`src/rtl/code_pkg.sv`:
```
`default_nettype none
// ============================================================================
//  Module      : code_pkg
//  Description : Shared constants and types for the code memory loader.
//                CODE_ADDR_W  - code memory address width
//                CODE_WORD_W  - code memory word width
//                LOADER_SYNC  - frame start marker byte
//                loader_state_e - loader frame-parser states
//  Revision    : 1.0 - initial release
// ============================================================================
package code_pkg;

   localparam int         CODE_ADDR_W = 6;
   localparam int         CODE_WORD_W = 16;
   localparam logic [7:0] LOADER_SYNC = 8'hA5;

   typedef enum logic [2:0] {
      IDLE    = 3'd0,
      ADDR    = 3'd1,
      COUNT   = 3'd2,
      DATA_HI = 3'd3,
      DATA_LO = 3'd4,
      CSUM    = 3'd5,
      FIN     = 3'd6
   } loader_state_e;

endpackage
`default_nettype wire

```
`src/rtl/code_loader.sv`:
```
`default_nettype none
// ============================================================================
//  Module      : code_loader
//  Description : Byte-stream program loader. Parses frames of the form
//                SYNC, start_addr, word_count, 2*N data bytes [, checksum],
//                packs data bytes MSB-first into 16-bit words and writes them
//                to consecutive (wrapping) code memory addresses while holding
//                the CPU.
//  Ports       : clk, rst        - clock, synchronous active-high reset
//                in_data/in_valid/in_ready - byte input handshake
//                abort           - abandon the current frame (sets err)
//                wr_en/wr_addr/wr_data - code memory write port (1-cycle strobe)
//                cpu_hold        - high while a frame is in progress
//                done            - one-cycle pulse on successful load
//                err             - sticky error, cleared by the next SYNC
//  Config      : `define CODE_LOADER_CHECKSUM_EN to expect a trailing XOR
//                checksum byte (XOR of addr, count and all data bytes).
//  Revision    : 1.0 - initial release
// ============================================================================
module code_loader
   import code_pkg::*;
#(
   parameter int         ADDR_W    = CODE_ADDR_W,
   parameter logic [7:0] SYNC_BYTE = LOADER_SYNC
) (
   input  logic                   clk,
   input  logic                   rst,
   input  logic [7:0]             in_data,
   input  logic                   in_valid,
   output logic                   in_ready,
   input  logic                   abort,
   output logic                   wr_en,
   output logic [ADDR_W-1:0]      wr_addr,
   output logic [CODE_WORD_W-1:0] wr_data,
   output logic                   cpu_hold,
   output logic                   done,
   output logic                   err
);

   loader_state_e             r_state;
   logic [ADDR_W-1:0]         r_addr_ptr;
   // One extra bit so a count byte of 0 can stand for a full 2**ADDR_W words.
   logic [ADDR_W:0]           r_remaining;
   logic [7:0]                r_hi;
   logic                      r_wr_en;
   logic [ADDR_W-1:0]         r_wr_addr;
   logic [CODE_WORD_W-1:0]    r_wr_data;
   logic                      r_err;
`ifdef CODE_LOADER_CHECKSUM_EN
   logic [7:0]                r_csum;
`endif

   logic                      w_take;
   logic [ADDR_W:0]           w_count_load;

   // abort suppresses byte acceptance in the same cycle.
   assign w_take       = in_valid && in_ready && !abort;
   // Only the low ADDR_W bits of the count byte are meaningful; 0 means a full
   // memory's worth of words.
   assign w_count_load = (in_data[ADDR_W-1:0] == '0) ?
                         {1'b1, {ADDR_W{1'b0}}} :
                         {1'b0, in_data[ADDR_W-1:0]};

   assign in_ready = !rst && (r_state != FIN);
   assign cpu_hold = (r_state != IDLE) && (r_state != FIN);
   assign done     = (r_state == FIN) && !r_err && !abort;
   assign wr_en    = r_wr_en;
   assign wr_addr  = r_wr_addr;
   assign wr_data  = r_wr_data;
   assign err      = r_err;

   always_ff @(posedge clk) begin
      if (rst) begin
         r_state     <= IDLE;
         r_addr_ptr  <= '0;
         r_remaining <= '0;
         r_hi        <= '0;
         r_wr_en     <= 1'b0;
         r_wr_addr   <= '0;
         r_wr_data   <= '0;
         r_err       <= 1'b0;
`ifdef CODE_LOADER_CHECKSUM_EN
         r_csum      <= '0;
`endif
      end else begin
         r_wr_en <= 1'b0;
         if (abort && (r_state != IDLE)) begin
            // A strobe already on wr_en this cycle is unaffected.
            r_state <= IDLE;
            r_err   <= 1'b1;
         end else begin
            case (r_state)
               IDLE: begin
                  if (w_take && (in_data == SYNC_BYTE)) begin
                     r_state <= ADDR;
                     r_err   <= 1'b0;
                  end
               end
               ADDR: begin
                  if (w_take) begin
                     r_addr_ptr <= in_data[ADDR_W-1:0];
`ifdef CODE_LOADER_CHECKSUM_EN
                     r_csum     <= in_data;
`endif
                     r_state    <= COUNT;
                  end
               end
               COUNT: begin
                  if (w_take) begin
                     r_remaining <= w_count_load;
`ifdef CODE_LOADER_CHECKSUM_EN
                     r_csum      <= r_csum ^ in_data;
`endif
                     r_state     <= DATA_HI;
                  end
               end
               DATA_HI: begin
                  if (w_take) begin
                     r_hi    <= in_data;
`ifdef CODE_LOADER_CHECKSUM_EN
                     r_csum  <= r_csum ^ in_data;
`endif
                     r_state <= DATA_LO;
                  end
               end
               DATA_LO: begin
                  if (w_take) begin
                     r_wr_en     <= 1'b1;
                     r_wr_addr   <= r_addr_ptr;
                     r_wr_data   <= {r_hi, in_data};
                     r_addr_ptr  <= r_addr_ptr + 1'b1;
                     r_remaining <= r_remaining - 1'b1;
`ifdef CODE_LOADER_CHECKSUM_EN
                     r_csum      <= r_csum ^ in_data;
`endif
                     if (r_remaining == {{ADDR_W{1'b0}}, 1'b1}) begin
`ifdef CODE_LOADER_CHECKSUM_EN
                        r_state <= CSUM;
`else
                        r_state <= FIN;
`endif
                     end else begin
                        r_state <= DATA_HI;
                     end
                  end
               end
`ifdef CODE_LOADER_CHECKSUM_EN
               CSUM: begin
                  if (w_take) begin
                     // Setting err here suppresses done in the FIN cycle.
                     if (in_data != r_csum) begin
                        r_err <= 1'b1;
                     end
                     r_state <= FIN;
                  end
               end
`endif
               FIN: begin
                  r_state <= IDLE;
               end
               default: begin
                  r_state <= IDLE;
               end
            endcase
         end
      end
   end

endmodule
`default_nettype wire

```
`config.mk`:
```
export PLATFORM = sky130hd
export DESIGN_NAME = code_loader
export DESIGN_NICKNAME = d
export VERILOG_FILES = /design/src/rtl/code_pkg.sv /design/src/rtl/code_loader.sv
export SDC_FILE = /design/constraint.sdc
export NUM_CORES = 1
export LEC_CHECK = 0
export CAP_MARGIN = 20
export CORE_ASPECT_RATIO = 1.4
export CORE_MARGIN = 3
export CORE_UTILIZATION = 47
export CTS_CLUSTER_DIAMETER = 200
export DETAILED_ROUTE_END_ITERATION = 10
export PLACE_DENSITY = 0.86
export REMOVE_ABC_BUFFERS = 1
export SLEW_MARGIN = 20
export SYNTH_ARGS = -nofsm -noshare
export SYNTH_HDL_FRONTEND = slang
export SYNTH_SLANG_ARGS = --single-unit
```
`constraint.sdc`:
```
create_clock -name clk -period 1.7 [get_ports clk]
set_clock_uncertainty 0.05 [all_clocks]
set_input_delay 0.17 -clock clk [delete_from_list [all_inputs] [get_ports clk]]
set_output_delay 0.17 -clock clk [all_outputs]
set_load 0.005 [all_outputs]
```
# After elaboration in Yosys (flattened, before gate mapping)
# Cells that the tools add are included.
# op_classes
addsub,2
eq_ne,13
mux,18
bitwise,2
reduce_logical,26
# op_table
operator,count
$mux 7,3
$mux 3,6
$pmux 3 s5,1
$pmux 7 s2,1
$mux 6,2
$pmux 6 s2,1
$ne 2x2->1 const B,5
$eq 8x8->1 const B,1
$logic_and 1x1->1,8
$reduce_and 4->1,2
$reduce_bool 2->1,4
$eq 7x1->1 const B,1
$sub 7x1->7 const B,1
$add 6x1->6 const B,1
$eq 3x2->1 const B,2
$eq 3x3->1 const B,2
$logic_not 6->1,1
$reduce_and 3->1,2
$reduce_and 5->1,1
$mux 1,4
$eq 3x1->1 const B,1
$logic_not 1->1,3
$logic_not 3->1,1
$ne 3x3->1 const B,1
5 further kinds,6
# totals
register_bits,48
in_bits,12
out_inout_bits,27
word_cells,69

# Logic depth before layout (Yosys ltp)
# Gate-level depths: netlist (run 1).
# depth
depth_word,8
ltp_mapped,7
ltp_nobuf,6

# Worst setup path after synthesis (run 1)
# Ideal clock, no wire load.
# synth_timing
path_type,input -> register
start,input port abort
end,register r_addr_ptr[0]
setup_ps,74
arrival_time_ps,1624
required_time_ps,1576
slack_ps,-48
path_stages,6
n_path_buf,2
path_cell_list,or3b_1 buf_6 or3_1 buf_2 or3_1 a31oi_1
# synth_between
elab_chain_cells,4
word_cells_on_any_way,7
cone_classes,2 x eq/ne; 1 x bitwise; 4 x reduce/logical
# synth_lines
item,line_no,source
start: declaration,code_loader.sv:31,"input logic abort,"
$logic_not 1->1,code_loader.sv:57,assign w_take = in_valid && in_ready && !abort;
$logic_and 1x1->1,code_loader.sv:57,
$ne 2x2->1 (no line),--,
$reduce_and 4->1 (no line) *,--,
end signal: assignment,code_loader.sv:101,r_addr_ptr <= in_data[ADDR_W-1:0];
end signal: assignment,code_loader.sv:131,r_addr_ptr <= r_addr_ptr + 1'b1;
end: declaration,code_loader.sv:41,logic [ADDR_W-1:0] r_addr_ptr;
# Mark *: on every way between the ends. The rest lies on a longest branch, timed or not.
# A chain may end at the register's enable or synchronous reset.

# Final worst setup path (run 1)
# layout_timing
start,register r_state[1]
end,register r_remaining[4]
# layout_between
elab_chain_cells,6
word_cells_on_any_way,14
cone_classes,5 x eq/ne; 1 x mux; 1 x bitwise; 7 x reduce/logical
# layout_lines
item,line_no,source
start: declaration,code_loader.sv:40,loader_state_e r_state;
start signal: assignment,code_loader.sv:74,r_state <= IDLE;
start signal: assignment,code_loader.sv:89,r_state <= IDLE;
start signal: assignment,code_loader.sv:95,r_state <= ADDR;
$ne 3x3->1,code_loader.sv:64,assign in_ready = !rst && (r_state != FIN);
$logic_and 1x1->1,code_loader.sv:64,
$logic_and 1x1->1 (2 in a row),code_loader.sv:57,
$ne 2x2->1 (no line),--,
$reduce_and 4->1 (no line),--,
end signal: assignment,code_loader.sv:110,r_remaining <= w_count_load;
end signal: assignment,code_loader.sv:132,r_remaining <= r_remaining - 1'b1;
end: declaration,code_loader.sv:43,logic [ADDR_W:0] r_remaining;
# Parallel ways exist; a longest one is shown, timed or not.

==> results.sh, run 1 <==
export IMPL_io_pins=39
export IMPL_via_per_inst=5.34
export IMPL_fin_nets=344
export IMPL_fillers=349
export IMPL_dieArea_um2=5440
export IMPL_finalHoldViolCount=0
export IMPL_synth_seq_cells=48
export IMPL_setup_viol=0
export IMPL_synth_top_family_by_area="simple AND/OR/NAND/NOR gates"
export IMPL_power_density_nw_per_um2=654
export IMPL_arrival_ns=1.77
export IMPL_crit_required_ns=1.84
export IMPL_post_cts_buffers=0
export IMPL_worstHoldStart="abort"
export IMPL_layout_common_cells="nand2_1, dfxtp_1, a21oi_1"
export IMPL_holdBufCountCts=0
export IMPL_core_area_um2=4310
export IMPL_cts_buffers=5
export IMPL_slew_headroom_pct=66.4
export IMPL_portBuffers=38
export IMPL_critical_path_endpoint="r_remaining[4]$_SDFFE_PP0P_"
export IMPL_hp_class="in -> reg"
export IMPL_antenna_diode_count=0
export IMPL_run_status="complete, no violations"
export IMPL_track_usage_pct=20.4
export IMPL_critPathLaunch="r_state[1]$_SDFFE_PP0P_"
export IMPL_synthAdderAreaFrac_pct=1.75
export IMPL_maxSlewViolCount=0
export IMPL_vias=2077
export IMPL_seq_area_um2=962
export IMPL_r2r_end="r_remaining[4]$_SDFFE_PP0P_"
export IMPL_r2r_worst_path_cells=5
export IMPL_drt_iter0_markers=77
export IMPL_tns_ns=0
export IMPL_rrSetupSlack_ns=0.07
export IMPL_std_cell_rows=28
export IMPL_clk_path_buf_depth=2
export IMPL_hold_ws_ns=0.266
export IMPL_ctsHtreeMaxLevel=2
export IMPL_multiInputGateArea_um2=1090
export IMPL_path_class="reg -> reg"
export IMPL_synth_cell_area_um2=2150
export IMPL_fin_crit_sh_pct=95.9
export IMPL_initial_core_util_pct=49.9
export IMPL_fmaxAchievable_mhz=613
export IMPL_synth_area_leader_cell="dfxtp_1"
export IMPL_synthCells=272
export IMPL_yosys_top_cells_area="dfxtp_1, nand2_1, a21oi_1, mux2i_1, o21ai_0"
export IMPL_drcViolationCount=0
export IMPL_place_area_um2=2760
export IMPL_die_w_um=63.2
export IMPL_grt_max_degree=47
export IMPL_cap_violations=0
export IMPL_first_global_vias=2073
export IMPL_overflow=0
export IMPL_synth_compound_area_share_pct=17.0
export IMPL_synthSimpleGateAreaFrac_pct=25.5
export IMPL_syn_to_final_growth_pct=33.0
export IMPL_syn_area_per_cell_um2=7.91
export IMPL_cts_sink_count=48
export IMPL_drt_first_pass_iters=4
export IMPL_synth_top_area_share_pct=44.7
export IMPL_drive_above_1_share_pct=14.0
export IMPL_drt_antenna_violating_nets=0
export IMPL_vdd_drop_max_v=0.000581
export IMPL_pre_cts_slack_ns=-0.386
export IMPL_post_route_util_pct=66.4
export IMPL_stdcell_area_um2=2860
export IMPL_cts_tree="done"
export IMPL_tightest_slew_ns=0.499
export IMPL_crit_slowest_cell="or3_2"
export IMPL_clk_pin_slew_ns=0.09
export IMPL_synth_mux_area_share_pct=4.19
export IMPL_wl_per_cell_um=13.2
export IMPL_die_height_um=86.0
export IMPL_final_common_cell="nand2_1"
export IMPL_grt_pass1_wl_um=9000
export IMPL_cts_root_buf="clkbuf_8"
export IMPL_r2r_start="r_state[1]$_SDFFE_PP0P_"
export IMPL_min_period_ns=1.63
export IMPL_endpoint_kind="register"
export IMPL_seq_area_frac_synth_pct=44.7
export IMPL_cp_slowest_stage_delay_ns=0.54
export IMPL_synth_cell_types=40
export IMPL_yosysWarnings=0
export IMPL_hpwlAfterDp_um=3630
export IMPL_synth_edf_count=0
export IMPL_setup_ws_ns=0.0695
export IMPL_cp_max_fo=7
export IMPL_synth_top_flop_cell="dfxtp_1"
export IMPL_synth_xor_area_share_pct=1.22
export IMPL_gp_congestion=0.799
export IMPL_antenna_found_initial=0
export IMPL_worstSkewPairLatency_ns=0.30
export IMPL_path_cells="buf_4 > xnor2_2 > or3_2 > o21ai_0 > a21oi_1"
export IMPL_synthArstFlopShare_pct=0
export IMPL_start_kind="register"
export IMPL_wirelength_um=5150
export IMPL_leakagePower_uw=0.00104
-- per-stage QoR --
| step | total power (uW) | std cells |
|---|---|---|
| CTS | 1880 | 389 |
| global placement | 1250 | 382 |
| finish | 1870 | 389 |
| floorplan | 1170 | 253 |
| detailed placement | 1250 | 382 |
| global route | 1940 | 389 |
-- where the power goes --
group / switching [uW] / internal [uW] / total [uW] / leakage [uW]
Sequential: 0.113 / 1120 / 1120 / 0.000387
Clock: 369 / 279 / 648 / 0.0000400
Combinational: 48.8 / 50.1 / 98.9 / 0.000609
-- flip-flops by register name (all words and copies together), names as in the netlist --
name and count:
wr_en 1, wr_addr 6, err 1, r_addr_ptr 6
r_state 3, r_hi 8, r_remaining 7, wr_data 16
-- cell usage after synthesis, drive strengths merged (3+ instances only) --
cell	instances
nand2	59
dfxtp	48
a21oi	38
o21ai	16
nor2	15
buf	10
clkbuf	9
mux2i	9
nor3	9
inv	7
nor4	5
and2	4
nand3	4
or3	4
and3	3
ha	3
nand2b	3
nor3b	3
-- layout make-up --
type	count	share of cell area, %
Inverter	7	0.919
Multi-Input combinational cell	198	38.0
Timing Repair Buffer	69	22.0
Clock inverter	2	0.437
Clock buffer	5	2.41
Tap cell	60	2.62
Sequential cell	48	33.6
-- cell families after synthesis --
family,after synthesis
mux,9
xor+xnor,3
compound gates,66
flops,48
buf+inv,26
fa+ha+maj,3
simple gates,117
-- per-layer routing --
metal	vias to the layer above	part of all wire [%]	GRT usage, %
met4	0	2.1	7.47
met3	9	5.1	5.11
li1	1042	-	-
met2	53	51	37.2
met5	-	0	0
met1	973	42	22.8
-- worst max-delay path, delay by kind of cell (launching register included) --
kind / cells / cell delay [ns]
flip-flops: 1 / 0.33
buffers and inverters: 1 / 0.15
XOR/XNOR: 1 / 0.14
AND/OR/NAND/NOR: 1 / 0.54
AO/OA/AOI/OAI: 2 / 0.31
-- what timing repair did --
action                                  CTS  global route
pin swaps                                 4             0
gates resized for setup                  10             3
endpoints found under the setup margin   22            27
endpoints found under the hold margin     0             0
-- how the worst min path moves through the flow --
stage | depth (start not counted) | to | slack, ns
floorplan | 1 | r_addr_ptr[3]$_SDFFE_PP0P_ | 0.19
global placement | 2 | wr_addr[3]$_SDFFE_PP0P_ | 0.39
detailed placement | 2 | wr_addr[4]$_SDFFE_PP0P_ | 0.40
CTS | 3 | r_state[1]$_SDFFE_PP0P_ | 0.26
global route | 3 | r_state[1]$_SDFFE_PP0P_ | 0.29
finish | 3 | r_state[1]$_SDFFE_PP0P_ | 0.27
Power figures use the tool's default switching activity.
==> run 2: changes to the inputs <==
--- a/config.mk
+++ b/config.mk
@@ -9,9 +9,10 @@
 export CORE_ASPECT_RATIO = 1.4
 export CORE_MARGIN = 3
 export CORE_UTILIZATION = 47
+export CTS_BUF_LIST = sky130_fd_sc_hd__clkbuf_8 sky130_fd_sc_hd__clkbuf_16
 export CTS_CLUSTER_DIAMETER = 200
 export DETAILED_ROUTE_END_ITERATION = 10
-export PLACE_DENSITY = 0.86
+export PLACE_DENSITY = 0.83
 export REMOVE_ABC_BUFFERS = 1
 export SLEW_MARGIN = 20
 export SYNTH_ARGS = -nofsm -noshare
==> run 2 against run 1 <==
Effect of this change:
- worst hold slack better by 0.011 ns
- critical path depth stayed put
- count of clock-buffer cells in the layout stayed put
- via count is 2.4% higher
- fmax is 1.1% higher
- die area stayed put
- largest power group unchanged
==> results.sh, run 2 (synthesis results as in run 1) <==
export IMPL_run_status="complete, no violations"
export IMPL_top_layer="met4"
export IMPL_wl_met1_um=2190
export IMPL_track_usage_pct=20.6
export IMPL_via_per_inst=5.47
export IMPL_antenna_found_initial=0
export IMPL_crit_required_ns=1.89
export IMPL_antenna_diode_count=0
export IMPL_drcViolationCount=0
export IMPL_tns_ns=0
export IMPL_power_density_nw_per_um2=715
export IMPL_setup_ws_ns=0.0876
export IMPL_fmaxAchievable_mhz=620
export IMPL_cp_max_fo=14
export IMPL_fin_nets=343
export IMPL_dieArea_um2=5440
export IMPL_critPathMostFrequentCell="or3_1"
export IMPL_path_cells="buf_4 > xnor2_1 > or3_1 > or3_1 > a31oi_1"
export IMPL_hp_class="in -> reg"
export IMPL_wl_met3_um=226
export IMPL_pre_cts_slack_ns=-0.434
export IMPL_cp_num_cells=5
export IMPL_cts_buffers=5
export IMPL_fin_crit_sh_pct=94.8
export IMPL_cts_sink_count=48
export IMPL_largest_register_ffs=16
export IMPL_path_class="reg -> reg"
export IMPL_drt_first_pass_iters=4
export IMPL_drt_iter0_markers=144
export IMPL_portBuffers=38
export IMPL_cp_slowest_stage_delay_ns=0.36
export IMPL_min_period_ns=1.61
export IMPL_std_cell_rows=28
export IMPL_first_global_vias=2000
export IMPL_start_kind="register"
export IMPL_holdBufCountCts=0
export IMPL_hpwlAfterDp_um=3770
export IMPL_final_common_cell="nand2_1"
export IMPL_grt_pass1_wl_um=9030
export IMPL_cap_violations=0
export IMPL_grt_max_degree=47
export IMPL_leakagePower_uw=0.00103
export IMPL_drt_antenna_violating_nets=0
export IMPL_rrSetupSlack_ns=0.09
export IMPL_r2r_worst_path_cells=5
export IMPL_tightest_slew_ns=0.452
export IMPL_maxSlewViolCount=0
export IMPL_core_area_um2=4310
export IMPL_cpLargestDelayFamily="simple AND/OR/NAND/NOR gates"
export IMPL_die_height_um=86.0
export IMPL_finalHoldViolCount=0
export IMPL_setup_viol=0
export IMPL_clk_path_buf_depth=2
export IMPL_cts_tree="done"
export IMPL_arrival_ns=1.80
export IMPL_wl_per_cell_um=14.0
export IMPL_fillers=355
export IMPL_clk_pin_slew_ns=0.09
export IMPL_gp_congestion=0.835
export IMPL_wirelength_um=5460
export IMPL_worstSkewPairLatency_ns=0.30
export IMPL_layout_common_cells="nand2_1, dfxtp_1, a21oi_1"
export IMPL_crit_slowest_cell="or3_1"
export IMPL_overflow=0
export IMPL_drive_above_1_share_pct=14.3
export IMPL_endpoint_kind="register"
export IMPL_cts_root_buf="clkbuf_8"
export IMPL_die_w_um=63.2
export IMPL_vias=2126
export IMPL_vdd_drop_max_v=0.000670
export IMPL_slew_headroom_pct=69.8
export IMPL_worstHoldPathCells=3
export IMPL_post_route_util_pct=67.2
export IMPL_critPathBufInv=1
export IMPL_dr_wl_met2_um=2870
export IMPL_initial_core_util_pct=49.9
export IMPL_io_pins=39
export IMPL_ctsHtreeMaxLevel=2
export IMPL_syn_to_final_growth_pct=34.7
==> run 2: cell types whose count changed in the layout (fill, tap and decap cells not counted), moves of 2 or more <==
cell | previous run | this run
o21ai_1 | 0 | 2
nor4_2 | 0 | 2
o21ai_0 | 16 | 14
nor4_1 | 5 | 3
==> run 2: path summary, 6_finish.rpt <==
kind / startpoint / end
worst min-delay path: abort / r_state[1]$_SDFFE_PP0P_
worst min register to register: wr_addr[4]$_SDFFE_PP0P_ / wr_addr[4]$_SDFFE_PP0P_
worst max register to register: r_state[0]$_SDFFE_PP0P_ / r_addr_ptr[0]$_SDFFE_PP0P_
worst max-delay path: r_state[0]$_SDFFE_PP0P_ / r_addr_ptr[0]$_SDFFE_PP0P_
==> run 2: metrics by stage <==
| stage | power (uW) | hold WS [ns] | std cells | instance area [um^2] |
|---|---|---|---|---|
| 2_1_floorplan | 1170 | 0.189 | 253 | 2060 |
| 3_3_place_gp | 1250 | 0.391 | 380 | 2730 |
| 3_5_place_dp | 1250 | 0.395 | 380 | 2730 |
| 4_1_cts | 2080 | 0.260 | 389 | 2880 |
| 5_1_grt | 2130 | 0.281 | 389 | 2900 |
| 6_report | 2070 | 0.277 | 389 | 2900 |
==> run 2: area by class of cell <==
class | count | area, um^2 | share of cell area (%)
multi-input cells | 198 | 1110 | 38.3
flip-flops and latches | 48 | 961 | 33.2
repair buffers | 68 | 609 | 21.0
well taps | 60 | 75.1 | 2.59
clock buffers | 5 | 68.8 | 2.37
clock inverters | 3 | 46.3 | 1.60
inverters | 7 | 26.3 | 0.907
==> run 2: tightest hold or removal path, cell delays in order <==
cell,delay (ns)
dlygate4sd2_1,0.23
buf_4,0.14
nor3_1,0.05
==> run 2: what timing repair did <==
| item | 4_1_cts | 5_1_grt |
|---|---|---|
| pin swaps | 0 | 0 |
| gates resized for setup | 16 | 3 |
| setup buffers | 1 | 0 |
| endpoints found under the setup margin | 28 | 4 |
==> run 2: per-layer routing <==
metal  track usage [%]  vias up
li1                  -     1042
met1              23.5     1004
met2              36.5       66
met3              4.06       14
met4              10.0        0
met5                 0        -
==> run 2: report_power, final <==
group	internal (uW)	switching [uW]
logic	50.3	52.1
clock network	443	402
registers	1120	0.126
total	1620	454
==> run 3: changes to the inputs <==
--- a/config.mk
+++ b/config.mk
@@ -8,11 +8,11 @@
 export CAP_MARGIN = 20
 export CORE_ASPECT_RATIO = 1.4
 export CORE_MARGIN = 3
-export CORE_UTILIZATION = 47
+export CORE_UTILIZATION = 40
 export CTS_BUF_LIST = sky130_fd_sc_hd__clkbuf_8 sky130_fd_sc_hd__clkbuf_16
 export CTS_CLUSTER_DIAMETER = 200
 export DETAILED_ROUTE_END_ITERATION = 10
-export PLACE_DENSITY = 0.83
+export PLACE_DENSITY = 0.73
 export REMOVE_ABC_BUFFERS = 1
 export SLEW_MARGIN = 20
 export SYNTH_ARGS = -nofsm -noshare
==> run 3 against run 2 <==
Effect of this change:
- first-iteration DRC count decreased by 24%
- fmax decreased by 1.4%
- sequential cell count unchanged
- non-clock buffer count increased by 4
- sequential share of layout area about the same
- critical path type is now reg -> out
==> results.sh, run 3 (synthesis results as in run 1) <==
export IMPL_largest_register_ffs=16
export IMPL_post_route_util_pct=55.7
export IMPL_fin_crit_sh_pct=96.2
export IMPL_maxSlewViolCount=0
export IMPL_power_uw=1880
export IMPL_cts_tree="done"
export IMPL_fillers=484
export IMPL_antenna_diode_count=0
export IMPL_setup_viol=0
export IMPL_via_per_inst=5.33
export IMPL_io_pins=39
export IMPL_cts_sink_count=48
export IMPL_overflow=0
export IMPL_path_class="reg -> out"
export IMPL_holdPathEnd="r_state[1]$_SDFFE_PP0P_"
export IMPL_grt_pass1_wl_um=8980
export IMPL_finalHoldViolCount=0
export IMPL_final_common_cell="nand2_1"
export IMPL_endpoint_kind="output port"
export IMPL_crit_slowest_cell="dfxtp_1"
export IMPL_cts_buffers=5
export IMPL_min_period_ns=1.64
export IMPL_dieArea_um2=6310
export IMPL_hold_ws_ns=0.278
export IMPL_arrival_ns=1.42
export IMPL_dp_cells=391
export IMPL_tns_ns=0
export IMPL_worstHoldStart="abort"
export IMPL_antenna_found_initial=0
export IMPL_std_cell_rows=31
export IMPL_start_kind="register"
export IMPL_core_area_um2=5200
export IMPL_initial_core_util_pct=41.4
export IMPL_cts_root_buf="clkbuf_8"
export IMPL_grt_max_degree=32
export IMPL_r2r_end="r_addr_ptr[0]$_SDFFE_PP0P_"
export IMPL_track_usage_pct=18.3
export IMPL_gp_congestion=0.898
export IMPL_holdBufCountCts=0
export IMPL_syn_to_final_growth_pct=34.7
export IMPL_rsz0062_at_grt="no"
export IMPL_worstHoldPathCells=3
export IMPL_wirelength_um=5430
export IMPL_post_cts_buffers=0
export IMPL_drcViolationCount=0
export IMPL_layout_common_cells="nand2_1, dfxtp_1, a21oi_1"
export IMPL_slew_headroom_pct=68.0
export IMPL_vdd_drop_max_v=0.000590
export IMPL_tightest_slew_ns=0.475
export IMPL_hpwlAfterDp_um=3880
export IMPL_leakagePower_uw=0.00105
export IMPL_rrSetupSlack_ns=0.09
export IMPL_clk_path_buf_depth=2
export IMPL_die_w_um=68.0
export IMPL_drive_above_1_share_pct=14.7
export IMPL_path_cells="buf_4 > xnor2_2 > buf_4 > nand2b_1 > dlygate4sd2_1"
export IMPL_r2r_start="r_state[0]$_SDFFE_PP0P_"
export IMPL_run_status="complete, no violations"
export IMPL_first_global_vias=2044
export IMPL_fin_cells=399
export IMPL_r2r_worst_path_cells=5
export IMPL_fmaxAchievable_mhz=611
export IMPL_cp_max_fo=10
export IMPL_critPathLaunch="r_state[1]$_SDFFE_PP0P_"
export IMPL_wl_per_cell_um=13.6
export IMPL_critPathMostFrequentCell="buf_4"
export IMPL_portBuffers=38
export IMPL_hp_class="in -> reg"
export IMPL_cp_slowest_stage_delay_ns=0.35
export IMPL_power_density_nw_per_um2=650
export IMPL_ctsHtreeMaxLevel=2
export IMPL_vias=2125
export IMPL_drt_iter0_markers=110
export IMPL_die_height_um=92.8
export IMPL_seq_area_um2=961
export IMPL_fin_nets=347
export IMPL_cap_violations=0
export IMPL_drt_first_pass_iters=4
export IMPL_worstSkewPairLatency_ns=0.30
export IMPL_crit_required_ns=1.48
export IMPL_drt_antenna_violating_nets=0
export IMPL_multiInputGateArea_um2=1100
export IMPL_clk_pin_slew_ns=0.09
[run 3: final cells by class]
cell class,count,share of cell area (%)
Tap cell,66,2.85
Sequential cell,48,33.2
Inverter,7,0.907
Clock inverter,3,0.562
Timing Repair Buffer,72,22.2
Multi-Input combinational cell,198,37.9
Clock buffer,5,2.38
[run 3: timing repair]
item | CTS | global route
setup endpoints to repair | 19 | 29
pin swaps | 1 | 0
resized for setup | 10 | 4
endpoints found under the hold margin | 0 | 0
[run 3: where the power goes]
part / leakage (uW) / internal [uW] / switching, uW
Clock: 0.0000507 / 282 / 372
Combinational: 0.000611 / 51.1 / 52.8
Sequential: 0.000386 / 1120 / 0.110
[run 3: how the worst max path moves through the flow]
stage / cells past startpoint / endpoint / slack, ns
global route: 5 / cpu_hold / 0.004
global placement: 5 / r_addr_ptr[0]$_SDFFE_PP0P_ / -0.33
CTS: 4 / r_remaining[4]$_SDFFE_PP0P_ / 0.04
detailed placement: 5 / r_addr_ptr[0]$_SDFFE_PP0P_ / -0.38
finish: 5 / cpu_hold / 0.06
floorplan: 5 / wr_addr[0]$_SDFFE_PP0P_ / -0.83
[run 3: through the flow]
stage          cell area [um^2]  setup slack [ns]
6_report                   2900            0.0640
5_1_grt                    2900           0.00413
4_1_cts                    2880            0.0386
3_5_place_dp               2790            -0.380
3_3_place_gp               2790            -0.327
2_1_floorplan              2060            -0.829
[run 3: layer usage]
layer | track usage, % | share of wire [%]
met5 | 0 | 0
met3 | 4.61 | 4.2
met1 | 21.5 | 41
met2 | 30.1 | 51
met4 | 9.29 | 3.9
[run 3: worst max-delay path, delay by kind of cell (launching register included)]
kind | cells | cell delay, ns
buffers and inverters | 3 | 0.59
flip-flops | 1 | 0.35
XOR/XNOR | 1 | 0.14
AND/OR/NAND/NOR | 1 | 0.04
